<file path="src/rtl/word_mem8_pkg.sv">
// Shared constants and types for the eight-word register memory that
// sits behind the 3-to-8 address decoder.
package word_mem8_pkg;

  localparam int WORDS = 8;
  localparam int ERR_W = 4;
  localparam logic [ERR_W-1:0] ERR_MAX = 4'd15;

  typedef enum logic {
    IDLE = 1'b0,
    RESP = 1'b1
  } state_t;

endpackage

</file>
<file path="src/rtl/word_mem8_if.sv">
// Request/response bus for word_mem8: a valid/ready request channel
// addressed by one-hot word selects, and a valid/ready read-response channel.
interface word_mem8_if
  import word_mem8_pkg::*;
#(
  parameter int WIDTH = 8
);

  logic             req_valid;
  logic             req_ready;
  logic             req_we;
  logic [WORDS-1:0] word_sel;
  logic [WIDTH-1:0] wdata;
  logic             rsp_valid;
  logic             rsp_ready;
  logic [WIDTH-1:0] rdata;

  modport master (
    output req_valid, req_we, word_sel, wdata, rsp_ready,
    input  req_ready, rsp_valid, rdata
  );

  modport slave (
    input  req_valid, req_we, word_sel, wdata, rsp_ready,
    output req_ready, rsp_valid, rdata
  );

endinterface

</file>
<file path="src/rtl/word_mem8_onehot_enc.sv">
// Converts a decoder word select into a binary index and reports whether
// exactly one select line is active.
module onehot_enc
  import word_mem8_pkg::*;
(
  input  logic [WORDS-1:0] sel,
  output logic [2:0]       index,
  output logic             one_hot
);

  // Nonzero with no second bit set: clearing the lowest set bit leaves zero.
  assign one_hot = (sel != '0) && ((sel & (sel - 1'b1)) == '0);

  always_comb begin
    index = '0;
    for (int i = 0; i < WORDS; i++) begin
      if (sel[i]) index = 3'(i);
    end
  end

endmodule

</file>
<file path="src/rtl/word_mem8.sv">
// Eight-word register memory addressed by one-hot word selects. Writes take
// one cycle; each read yields one registered response beat. Non-one-hot
// selects are rejected and counted.
module word_mem8
  import word_mem8_pkg::*;
#(
  parameter int WIDTH = 8
) (
  input  logic             clk,
  input  logic             rst,
  word_mem8_if.slave       bus,
  input  logic             err_clr,
  output logic             sel_err,
  output logic [ERR_W-1:0] err_count
);

  state_t           state;
  state_t           state_nx;
  logic [WIDTH-1:0] mem [WORDS];
  logic [WIDTH-1:0] rdata_q;
  logic [2:0]       index;
  logic             one_hot;
  logic             accept;
  logic             bad_req;

  onehot_enc u_enc (
    .sel     (bus.word_sel),
    .index   (index),
    .one_hot (one_hot)
  );

  assign accept        = bus.req_valid && (state == IDLE);
  assign bad_req       = accept && !one_hot;
  assign bus.req_ready = (state == IDLE);
  assign bus.rsp_valid = (state == RESP);
  assign bus.rdata     = rdata_q;

  always_ff @(posedge clk or posedge rst) begin
    if (rst) state <= IDLE;
    else     state <= state_nx;
  end

  always_comb begin
    state_nx = state;
    case (state)
      IDLE: if (accept && !bus.req_we) state_nx = RESP;
      RESP: if (bus.rsp_ready)         state_nx = IDLE;
      default:                         state_nx = IDLE;
    endcase
  end

  always_ff @(posedge clk or posedge rst) begin
    if (rst) begin
      for (int i = 0; i < WORDS; i++) mem[i] <= '0;
    end else begin
      for (int i = 0; i < WORDS; i++) begin
        if (accept && bus.req_we && one_hot && bus.word_sel[i]) mem[i] <= bus.wdata;
      end
    end
  end

  // A rejected read still answers, with zero, so the consumer never stalls.
  always_ff @(posedge clk or posedge rst) begin
    if (rst) begin
      rdata_q <= '0;
    end else if (accept && !bus.req_we) begin
      rdata_q <= one_hot ? mem[index] : '0;
    end
  end

  // A new error outranks a simultaneous clear, restarting the count at one.
  always_ff @(posedge clk or posedge rst) begin
    if (rst) begin
      sel_err   <= 1'b0;
      err_count <= '0;
    end else if (bad_req) begin
      sel_err <= 1'b1;
      if (err_clr)                   err_count <= ERR_W'(1);
      else if (err_count != ERR_MAX) err_count <= err_count + 1'b1;
    end else if (err_clr) begin
      sel_err   <= 1'b0;
      err_count <= '0;
    end
  end

endmodule

</file>
<file path="src/flat_wrapper.sv">
// flat-port wrapper written by rule: the top's interface ports become plain ports
module word_mem8_flat import word_mem8_pkg::*;
#(
  parameter int WIDTH = 8
)
  (clk, rst, err_clr, sel_err, err_count, bus_req_valid, bus_req_we, bus_word_sel, bus_wdata, bus_rsp_ready, bus_req_ready, bus_rsp_valid, bus_rdata);
  word_mem8_if #(.WIDTH(WIDTH)) bus_i ();
  input  logic clk;
  input  logic rst;
  input  logic err_clr;
  output logic sel_err;
  output logic [ERR_W-1:0] err_count;
  input wire logic [$bits(bus_i.req_valid)-1:0] bus_req_valid;
  input wire logic [$bits(bus_i.req_we)-1:0] bus_req_we;
  input wire logic [$bits(bus_i.word_sel)-1:0] bus_word_sel;
  input wire logic [$bits(bus_i.wdata)-1:0] bus_wdata;
  input wire logic [$bits(bus_i.rsp_ready)-1:0] bus_rsp_ready;
  output wire logic [$bits(bus_i.req_ready)-1:0] bus_req_ready;
  output wire logic [$bits(bus_i.rsp_valid)-1:0] bus_rsp_valid;
  output wire logic [$bits(bus_i.rdata)-1:0] bus_rdata;
  assign bus_i.req_valid = bus_req_valid;
  assign bus_i.req_we = bus_req_we;
  assign bus_i.word_sel = bus_word_sel;
  assign bus_i.wdata = bus_wdata;
  assign bus_i.rsp_ready = bus_rsp_ready;
  assign bus_req_ready = bus_i.req_ready;
  assign bus_rsp_valid = bus_i.rsp_valid;
  assign bus_rdata = bus_i.rdata;
  word_mem8 #(.WIDTH(WIDTH)) u_core (.clk(clk), .rst(rst), .bus(bus_i), .err_clr(err_clr), .sel_err(sel_err), .err_count(err_count));
endmodule
</file>
<file path="config.mk">
export PLATFORM = sky130hd
export DESIGN_NAME = word_mem8_flat
export DESIGN_NICKNAME = d
export VERILOG_FILES = /design/src/rtl/word_mem8_pkg.sv /design/src/rtl/word_mem8_if.sv /design/src/rtl/word_mem8_onehot_enc.sv /design/src/rtl/word_mem8.sv /design/src/flat_wrapper.sv
export SDC_FILE = /design/constraint.sdc
export NUM_CORES = 1
export LEC_CHECK = 0
export CAP_MARGIN = 20
export CORE_MARGIN = 5
export CORE_UTILIZATION = 56
export DETAILED_ROUTE_END_ITERATION = 12
export GPL_ROUTABILITY_DRIVEN = 1
export PLACE_DENSITY = 0.79
export RECOVER_POWER = 25
export SYNTH_ARGS = -nofsm -noshare
export SYNTH_HDL_FRONTEND = slang
export SYNTH_HIERARCHICAL = 1
export SYNTH_SLANG_ARGS = --single-unit
export TNS_END_PERCENT = 1
</file>
<file path="constraint.sdc">
create_clock -name clk -period 3.2 [get_ports clk]
set_input_delay 0.48 -clock clk [delete_from_list [all_inputs] [get_ports clk]]
set_output_delay 0.48 -clock clk [all_outputs]
set_load 0.01 [all_outputs]
</file>
# Word-level counts from Yosys, hierarchy flattened
# Cells that the tools add are included.
# word_totals
regBits	78
elab_cells	60
latch_bits	0
inputBits	22
romBits	0
ramBits	0
output_inout_bits	15
n_memories	0
# classes
n_reduce_logical	21
shift	0
bitwise_logic	3
n_eq_ne	1
muxes	20
multipliers	0
order_cmp	1
div_mod_pow	0
n_addsub	2
# op_table
operator	count
8-bit binary-select mux with 3-bit select	1
8-bit 2-to-1 mux	3
3-bit 2-to-1 mux	6
4-bit 2-to-1 mux	4
1-bit logical AND	14
8-bit AND	1
8-bit zero test	1
8-bit nonzero test	1
8-bit by 1-bit subtractor with 8-bit output, second input constant	1
1-bit 2-to-1 mux	5
4-bit by 1-bit adder with 4-bit output, second input constant	1
4-bit >= comparator, second input constant	1
4-bit != test, second input constant	1
3-bit NOT with 4-bit output	1
2-bit nonzero test	2
1-bit zero test	2
1-bit case mux with 2 select lines	1
2-bit AND reduction	1
1-bit NOT	1

# Logic depth before layout (Yosys ltp)
# Gate-level depths: netlist of run 1.
# logic_depth
word_depth	12
depth_mapped	9

# Cells and area by module
# The synthesis of run 1 kept the hierarchy.
# modules_own_cells
mod	instances	area_per_inst_um2	cells_each
word_mem8	1	3495.9	246
onehot_enc	1	156.4	23

# Worst setup path after synthesis of run 1
# Ideal clock, no wire load.
# synth_timing
kind	input to register
start	in bus_word_sel[1]
end	reg u_core/mem[0] in the netlist's numbering
slack_ns	0.866
required_time_ns	3.072
path_buffers	1
path_stages	8
arrival_time_ns	2.207
cell_sequence	nor4_4 -> xor2_1 -> o41ai_1 -> o22a_1 -> and4b_1 -> buf_2 -> nand2_2 -> mux2_1
# synth_between
elab_chain_cells	6
elab_cells_between_ends	7
# synth_lines
item	line_no	source
from (decl)	flat_wrapper.sv:15	input wire logic [$bits(bus_i.word_sel)-1:0] bus_word_sel;
8-bit by 1-bit subtractor with 8-bit output	word_mem8_onehot_enc.sv:12	assign one_hot = (sel != '0) && ((sel & (sel - 1'b1)) == '0);
8-bit AND	word_mem8_onehot_enc.sv:12	
8-bit zero test	word_mem8_onehot_enc.sv:12	
1-bit logical AND *	word_mem8_onehot_enc.sv:12	
named net u_core.one_hot	word_mem8.sv:22	logic one_hot;
1-bit logical AND * (2 in a row)	word_mem8.sv:57	if (accept && bus.req_we && one_hot && bus.word_sel[i]) mem[i] <= bus.wdata;
to (signal, indexed assignment)	word_mem8.sv:57	
to (decl)	word_mem8.sv:19	logic [WIDTH-1:0] mem [WORDS];
# The timed path passes the listed nets; every way through them passes the cells marked *.
# A chain may end at the register's enable or synchronous reset.

# Worst setup path after layout of run 1
# layout_timing
start	in bus_word_sel[1]
end	reg u_core/mem[19] in the netlist's numbering
# Same word-level chain as after synthesis.

==> results of run 1 <==
critical path: stages:
cell and delay, ns:
sky130_fd_sc_hd__clkdlybuf4s50_1 0.47, sky130_fd_sc_hd__nor4_4 0.39, sky130_fd_sc_hd__xor2_1 0.11, sky130_fd_sc_hd__o41ai_1 0.25
sky130_fd_sc_hd__o22a_1 0.25, sky130_fd_sc_hd__and4b_1 0.22, sky130_fd_sc_hd__buf_4 0.18, sky130_fd_sc_hd__nand2_2 0.20
sky130_fd_sc_hd__mux2_1 0.38
metal layers:
metal / up-vias / part of all wire, % / track usage, %
met4: 0 / 2.2 / 9.43
met1: 1239 / 45 / 28.6
met2: 41 / 50 / 32.5
met3: 12 / 3.7 / 3.75
met5: - / 0 / 0
li1: 1085 / - / -
final timing paths:
| path | start | end | slack [ns] | depth (start not counted) |
|---|---|---|---|---|
| hold / removal | u_core/mem[45]$_DFFE_PP0P_ | u_core/mem[45]$_DFFE_PP0P_ | 0.49 | 1 |
| min in group asynchronous | rst | u_core/mem[46]$_DFFE_PP0P_ | 0.87 | 2 |
| max in group asynchronous | rst | u_core/mem[48]$_DFFE_PP0P_ | 1.51 | 3 |
| setup / recovery | bus_word_sel[1] | u_core/mem[19]$_DFFE_PP0P_ | 0.50 | 9 |
| setup reg to reg | u_core/bus.rsp_valid$_DFF_PP0_ | u_core/mem[19]$_DFFE_PP0P_ | 1.61 | 4 |
| hold reg to reg | u_core/mem[45]$_DFFE_PP0P_ | u_core/mem[45]$_DFFE_PP0P_ | 0.49 | 1 |
sequential cells by signal (all words and copies together), names as in the netlist:
signal                count
u_core/bus.rdata          8
u_core/bus.rsp_valid      1
u_core/err_count          4
u_core/mem               64
u_core/sel_err            1
cells by family after synthesis:
logic type / share of synthesized area, %
muxes: 29.3
DFF: 53.4
and+or+nand+nor: 8.43
AOI/OAI and AO/OA: 6.10
buffers and inverters: 1.88
adders and majority gates: 0.617
xor gates and xnor gates: 0.240
cell type report:
type | count | area (sq um)
timing repair buffer | 45 | 453
clock inverter | 5 | 82.6
multi-input combinational | 176 | 1640
tap | 77 | 96.3
clock buffer | 10 | 138
inverter | 7 | 26.3
sequential | 78 | 1950
fill | 447 | 1970
through the flow:
step,power [uW],utilization (%),setup WS [ns]
5_1_grt,2250,69.0,0.303
4_1_cts,2160,69.0,0.522
3_3_place_gp,1340,65.6,0.253
3_5_place_dp,1350,65.6,0.169
6_report,2140,69.0,0.495
2_1_floorplan,1230,-,0.725
placed cells by master (no fill, tap or decap), types with 2 or more instances in the layout:
master                            count
sky130_fd_sc_hd__o41ai_1              2
sky130_fd_sc_hd__buf_4                7
sky130_fd_sc_hd__o31ai_1              9
sky130_fd_sc_hd__or3b_1               2
sky130_fd_sc_hd__nor2_1              12
sky130_fd_sc_hd__nand2_1             11
sky130_fd_sc_hd__bufinv_16            2
sky130_fd_sc_hd__o21ai_0              2
sky130_fd_sc_hd__clkbuf_8            10
sky130_fd_sc_hd__mux4_2               8
sky130_fd_sc_hd__nand2_2              8
sky130_fd_sc_hd__nor2b_1              2
sky130_fd_sc_hd__inv_1                6
sky130_fd_sc_hd__mux2_1              79
sky130_fd_sc_hd__nor3_1               2
sky130_fd_sc_hd__dfrtp_1             78
sky130_fd_sc_hd__a21oi_1              5
sky130_fd_sc_hd__buf_12               2
sky130_fd_sc_hd__nand3_1              3
sky130_fd_sc_hd__o22ai_1              7
sky130_fd_sc_hd__clkdlybuf4s50_1     35
sky130_fd_sc_hd__nand2b_1             5
sky130_fd_sc_hd__or3_1                2
sky130_fd_sc_hd__o21ai_1              2
report_power, final:
part           switching [uW]  internal [uW]  total (uW)
clock network             352            459         812
registers                35.4           1050        1080
logic                     121            126         247
==> flow_summary.yaml, run 1 <==
status:
  result_of_the_run: "complete, no violations"
route:
  route.detailed.drc: 0
  drt-pass1-iter-count: 4
  vias: 2377
  wl_per_cell_um: 19.8
  remaining_antenna_violation_count_after_routing: 0
  drtIter0Drc: 162
  detail_route.wirelength_mm: 7.89
  vias_per_cell: 5.97
critical_path:
  cp_max_fo: 8
  worst-endpoint-required_ns: 3.43
  timing.setup.critical_path_class: "primary input to flip-flop"
  data_arrival_at_the_endpoint_of_the_critical_path_ns: 2.94
  worstSetupStartpointType: "primary input"
  endpoint_kind: "flip-flop"
clock_network:
  clock_sinks: 78
  clk_latency_ns: 0.34
  postCtsSetupBuffers: 0
  cts_buffers: 9
  ctsHtreeMaxLevel: 3
  clockRootBuffer: "sky130_fd_sc_hd__clkbuf_8"
  clock_tree.buffer_depth: 2
  cts_tree: "done"
  reg_clk_slew_reported_paths_ns: 0.08
  cts_hold_repair.buffers: 0
  cts-resized-gates: 0
grt:
  grt_pass1_wl_mm: 13.4
  grt_max_degree: 50
  grt.total_usage_pct: 20.9
  antenna_found_initial: 0
  grt.overflow.total: 0
  via_count_of_the_first_global_routing_pass: 2591
layout:
  final_cell_count_no_fill: 398
  nets: 340
  syn_to_final_growth_pct: 20.0
  share_of_final_layout_standard_cells_stronger_than_drive_strength_1_pct: 14.0
  antenna_cells_inserted: 0
  stdcell_area_sq_um: 4380
die:
  chipWidth_um: 90.8
  initial_core_util_pct: 57.5
  top_level_ports: 37
  placementRows: 29
  die_area_sq_um: 8240
  core-area_sq_um: 6350
  die_height_um: 90.8
timing:
  layout_worst_path_cycle_share_pct: 84.5
  period_minus_slack_ns: 2.70
  rsz0062_at_grt: "false"
  clock_skew_ns: 0.00866
  finalHoldViolations: 0
  hold_slack_ns: 0.487
  final_setup_viols: 0
  max_clock_freq_ghz: 0.370
  final-max-slew-violation-count: 0
  tightest_slew_ns: 1.15
  tns_ns: 0
  relSlewSlack_pct: 23.2
logic_synthesis:
  async_reset_ff_share_pct: 100
  syn_nets: 292
  synthCells: 269
  post_synth_main_area_contributors: "sky130_fd_sc_hd__dfrtp_1, sky130_fd_sc_hd__mux2_1, sky130_fd_sc_hd__mux4_2"
  yosys.area.top_type: "sky130_fd_sc_hd__dfrtp_1"
  postSynth.topFlopCell: "sky130_fd_sc_hd__dfrtp_1"
  synth_warnings: 6
  post-synth-top-count-cell: "sky130_fd_sc_hd__mux2_1"
  post_synth_num_cell_types: 38
  ys_ff_latch: 78
  synth_top_area_share_pct: 53.4
  yosysSeqAreaShare_pct: 53.4
  avgSynthCellArea_sq_um: 13.6
  synth.top_cells.by_count: "sky130_fd_sc_hd__mux2_1, sky130_fd_sc_hd__dfrtp_1, sky130_fd_sc_hd__nor2_1"
  synth_edf_count: 0
  synthesis.area_sq_um: 3650
pwr:
  cellPowerDensity_nw_per_um2: 489
  power.static_leakage_uw: 0.00215
  irDropWorstVdd_uv: 438
place:
  hpwl_after_dpl_mm: 5.36
  numPlacedInstances: 383
  buffer_ports.inserted: 36
  dpl-instance-area_sq_um: 4160
  gp_congestion: 0.844
min_path:
  hold_path_class: "flip-flop to flip-flop"
job:
  drv_cap: 0
No activity file was read; power rests on OpenSTA's default activity.
==> run 2, diff against run 1 <==
==> constraint.sdc (replaced) <==
create_clock -name clk -period 2.7 [get_ports clk]
set_input_delay 0.405 -clock clk [delete_from_list [all_inputs] [get_ports clk]]
set_output_delay 0.405 -clock clk [all_outputs]
set_load 0.01 [all_outputs]
==> run 2 against run 1 <==
The flow now finishes with violations (max-capacitance violations, max-slew violations). First-iteration DRC count shrank 43%. Largest cell class unchanged. Critical endpoint is now u_core/mem[24]$_DFFE_PP0P_. Critical path depth is the same. Non-clock buffer count grew 11.
==> flow_summary.yaml, run 2 (same netlist as run 1, synthesis figures left out) <==
timing:
  rsz0062_at_grt: "false"
  tightest_slew_ns: 1.84
  hold_slack_ns: 0.482
  layout_worst_path_cycle_share_pct: 93.9
  tns_ns: 0
  relSlewSlack_pct: -22.8
  final_setup_viols: 0
  max_clock_freq_ghz: 0.395
  clock_skew_ns: 0.00674
  finalHoldViolations: 0
  final-max-slew-violation-count: 79
  period_minus_slack_ns: 2.53
pwr:
  power.share.combinational_pct: 12.1
  power.clock.fraction_pct: 35.5
  power.static_leakage_uw: 0.00218
  seq_power_share_pct: 52.5
  cellPowerDensity_nw_per_um2: 550
  irDropWorstVdd_uv: 425
  power_switching_uw: 594
  netSwitchingFraction_pct: 24.3
  internal_power_uw: 1850
status:
  result_of_the_run: "finished with violations"
  failed_checks: "max-capacitance violations, max-slew violations"
layout:
  post_route_core_utilization_pct: 69.9
  share_of_final_layout_standard_cells_stronger_than_drive_strength_1_pct: 16.8
  final_cell_mix: "sky130_fd_sc_hd__mux2_1, sky130_fd_sc_hd__dfrtp_1, sky130_fd_sc_hd__clkdlybuf4s50_1"
  registers.top_by_ff_count: "u_core/mem"
  final_cell_count_no_fill: 410
  syn_to_final_growth_pct: 21.6
  antenna_cells_inserted: 0
  final_common_cell: "sky130_fd_sc_hd__mux2_1"
  stdcell_area_sq_um: 4440
  max_ffs_per_register: 64
  nets: 351
  filler_instances: 441
die:
  die_height_um: 90.8
  placementRows: 29
  top_level_ports: 37
  initial_core_util_pct: 57.5
  chipWidth_um: 90.8
  die_area_sq_um: 8240
  core-area_sq_um: 6350
route:
  drt-pass1-iter-count: 4
  route.detailed.drc: 0
  vias: 2365
  drtIter0Drc: 93
  detail_route.wirelength_mm: 7.52
  vias_per_cell: 5.77
  remaining_antenna_violation_count_after_routing: 0
  wl_per_cell_um: 18.3
job:
  drv_cap: 1
clock_network:
  cts_tree: "done"
  clock_tree.buffer_depth: 2
  reg_clk_slew_reported_paths_ns: 0.08
  ctsHtreeMaxLevel: 3
  clock_sinks: 78
  cts-resized-gates: 0
  clk_latency_ns: 0.34
  postCtsSetupBuffers: 0
  cts_buffers: 9
  clockRootBuffer: "sky130_fd_sc_hd__clkbuf_8"
  cts_hold_repair.buffers: 0
grt:
  via_count_of_the_first_global_routing_pass: 2433
  antenna_found_initial: 0
  grt.total_usage_pct: 19.2
  grt_pass1_wl_mm: 12.4
  grt_max_degree: 79
  grt.overflow.total: 0
min_path:
  hold_path_class: "flip-flop to flip-flop"
critical_path:
  crit_buf_inv: 2
  worst-endpoint-required_ns: 2.92
  cpPeakStageDelay_ns: 0.46
  worstSetupStartpointType: "primary input"
  cp_cell_sequence: "clkdlybuf4s50_1 -> nor4_4 -> xor2_1 -> o41ai_1 -> o22a_1 -> and4b_1 -> buf_12 -> nand2_2 -> mux2_1"
  cp_max_fo: 8
  timing.setup.critical_path_class: "primary input to flip-flop"
  critical-path-top-delay-family: "simple AND/OR/NAND/NOR gates"
  endpoint_kind: "flip-flop"
  data_arrival_at_the_endpoint_of_the_critical_path_ns: 2.76
  worst_path_max_delay_cell: "sky130_fd_sc_hd__clkdlybuf4s50_1"
place:
  hpwl_after_dpl_mm: 5.29
  numPlacedInstances: 394
  gp_congestion: 0.870
  buffer_ports.inserted: 36
  dpl-instance-area_sq_um: 4260
## run 2: power groups by stage
stage | combinational [uW] | clock (uW) | sequential (uW)
after floorplan | 163 | 0 | 1300
after global placement | 293 | 0 | 1300
after detailed placement | 302 | 0 | 1310
after CTS | 303 | 888 | 1280
after global routing | 325 | 940 | 1290
final | 295 | 867 | 1280
## run 2: path summary, 6_finish.rpt
check	start	end	slack, ns	cells after the start
setup / recovery	bus_word_sel[1]	u_core/mem[24]$_DFFE_PP0P_	0.17	9
hold / removal	u_core/bus.rdata[1]$_DFFE_PP0P_	u_core/bus.rdata[1]$_DFFE_PP0P_	0.48	2
setup reg to reg	u_core/bus.rsp_valid$_DFF_PP0_	u_core/mem[24]$_DFFE_PP0P_	1.12	4
hold reg to reg	u_core/bus.rdata[1]$_DFFE_PP0P_	u_core/bus.rdata[1]$_DFFE_PP0P_	0.48	2
max in group asynchronous	rst	u_core/mem[37]$_DFFE_PP0P_	0.46	3
min in group asynchronous	rst	u_core/mem[16]$_DFFE_PP0P_	1.15	3
## run 2: final cells by class
type                            count  area [sq um]  area share, %
Clock buffer                       11           141           3.18
Clock inverter                      5          56.3           1.27
Inverter                            7          26.3          0.592
Multi-Input combinational cell    176          1640           36.8
Sequential cell                    78          1950           44.0
Tap cell                           77          96.3           2.17
Timing Repair Buffer               56           533           12.0
## run 2: per-stage QoR
step           power (uW)  setup WS (ns)
2_1_floorplan        1460          0.300
3_3_place_gp         1590         -0.147
3_5_place_dp         1610         -0.207
4_1_cts              2470          0.166
5_1_grt              2560         0.0463
6_report             2440          0.166
## run 2: metal layers
| metal | vias up | wire length [um] | GRT usage (%) |
|---|---|---|---|
| met4 | 0 | 87 | 6.33 |
| met1 | 1214 | 3330 | 25.1 |
| met2 | 31 | 3890 | 32.3 |
| met5 | - | 0 | 0 |
| li1 | 1113 | - | - |
| met3 | 7 | 205 | 3.33 |
## run 2: tightest hold or removal path, stage by stage, from the launching register on
cell	delay (ns)
sky130_fd_sc_hd__dfrtp_1	0.35
sky130_fd_sc_hd__nand2_1	0.05
sky130_fd_sc_hd__o31ai_1	0.05
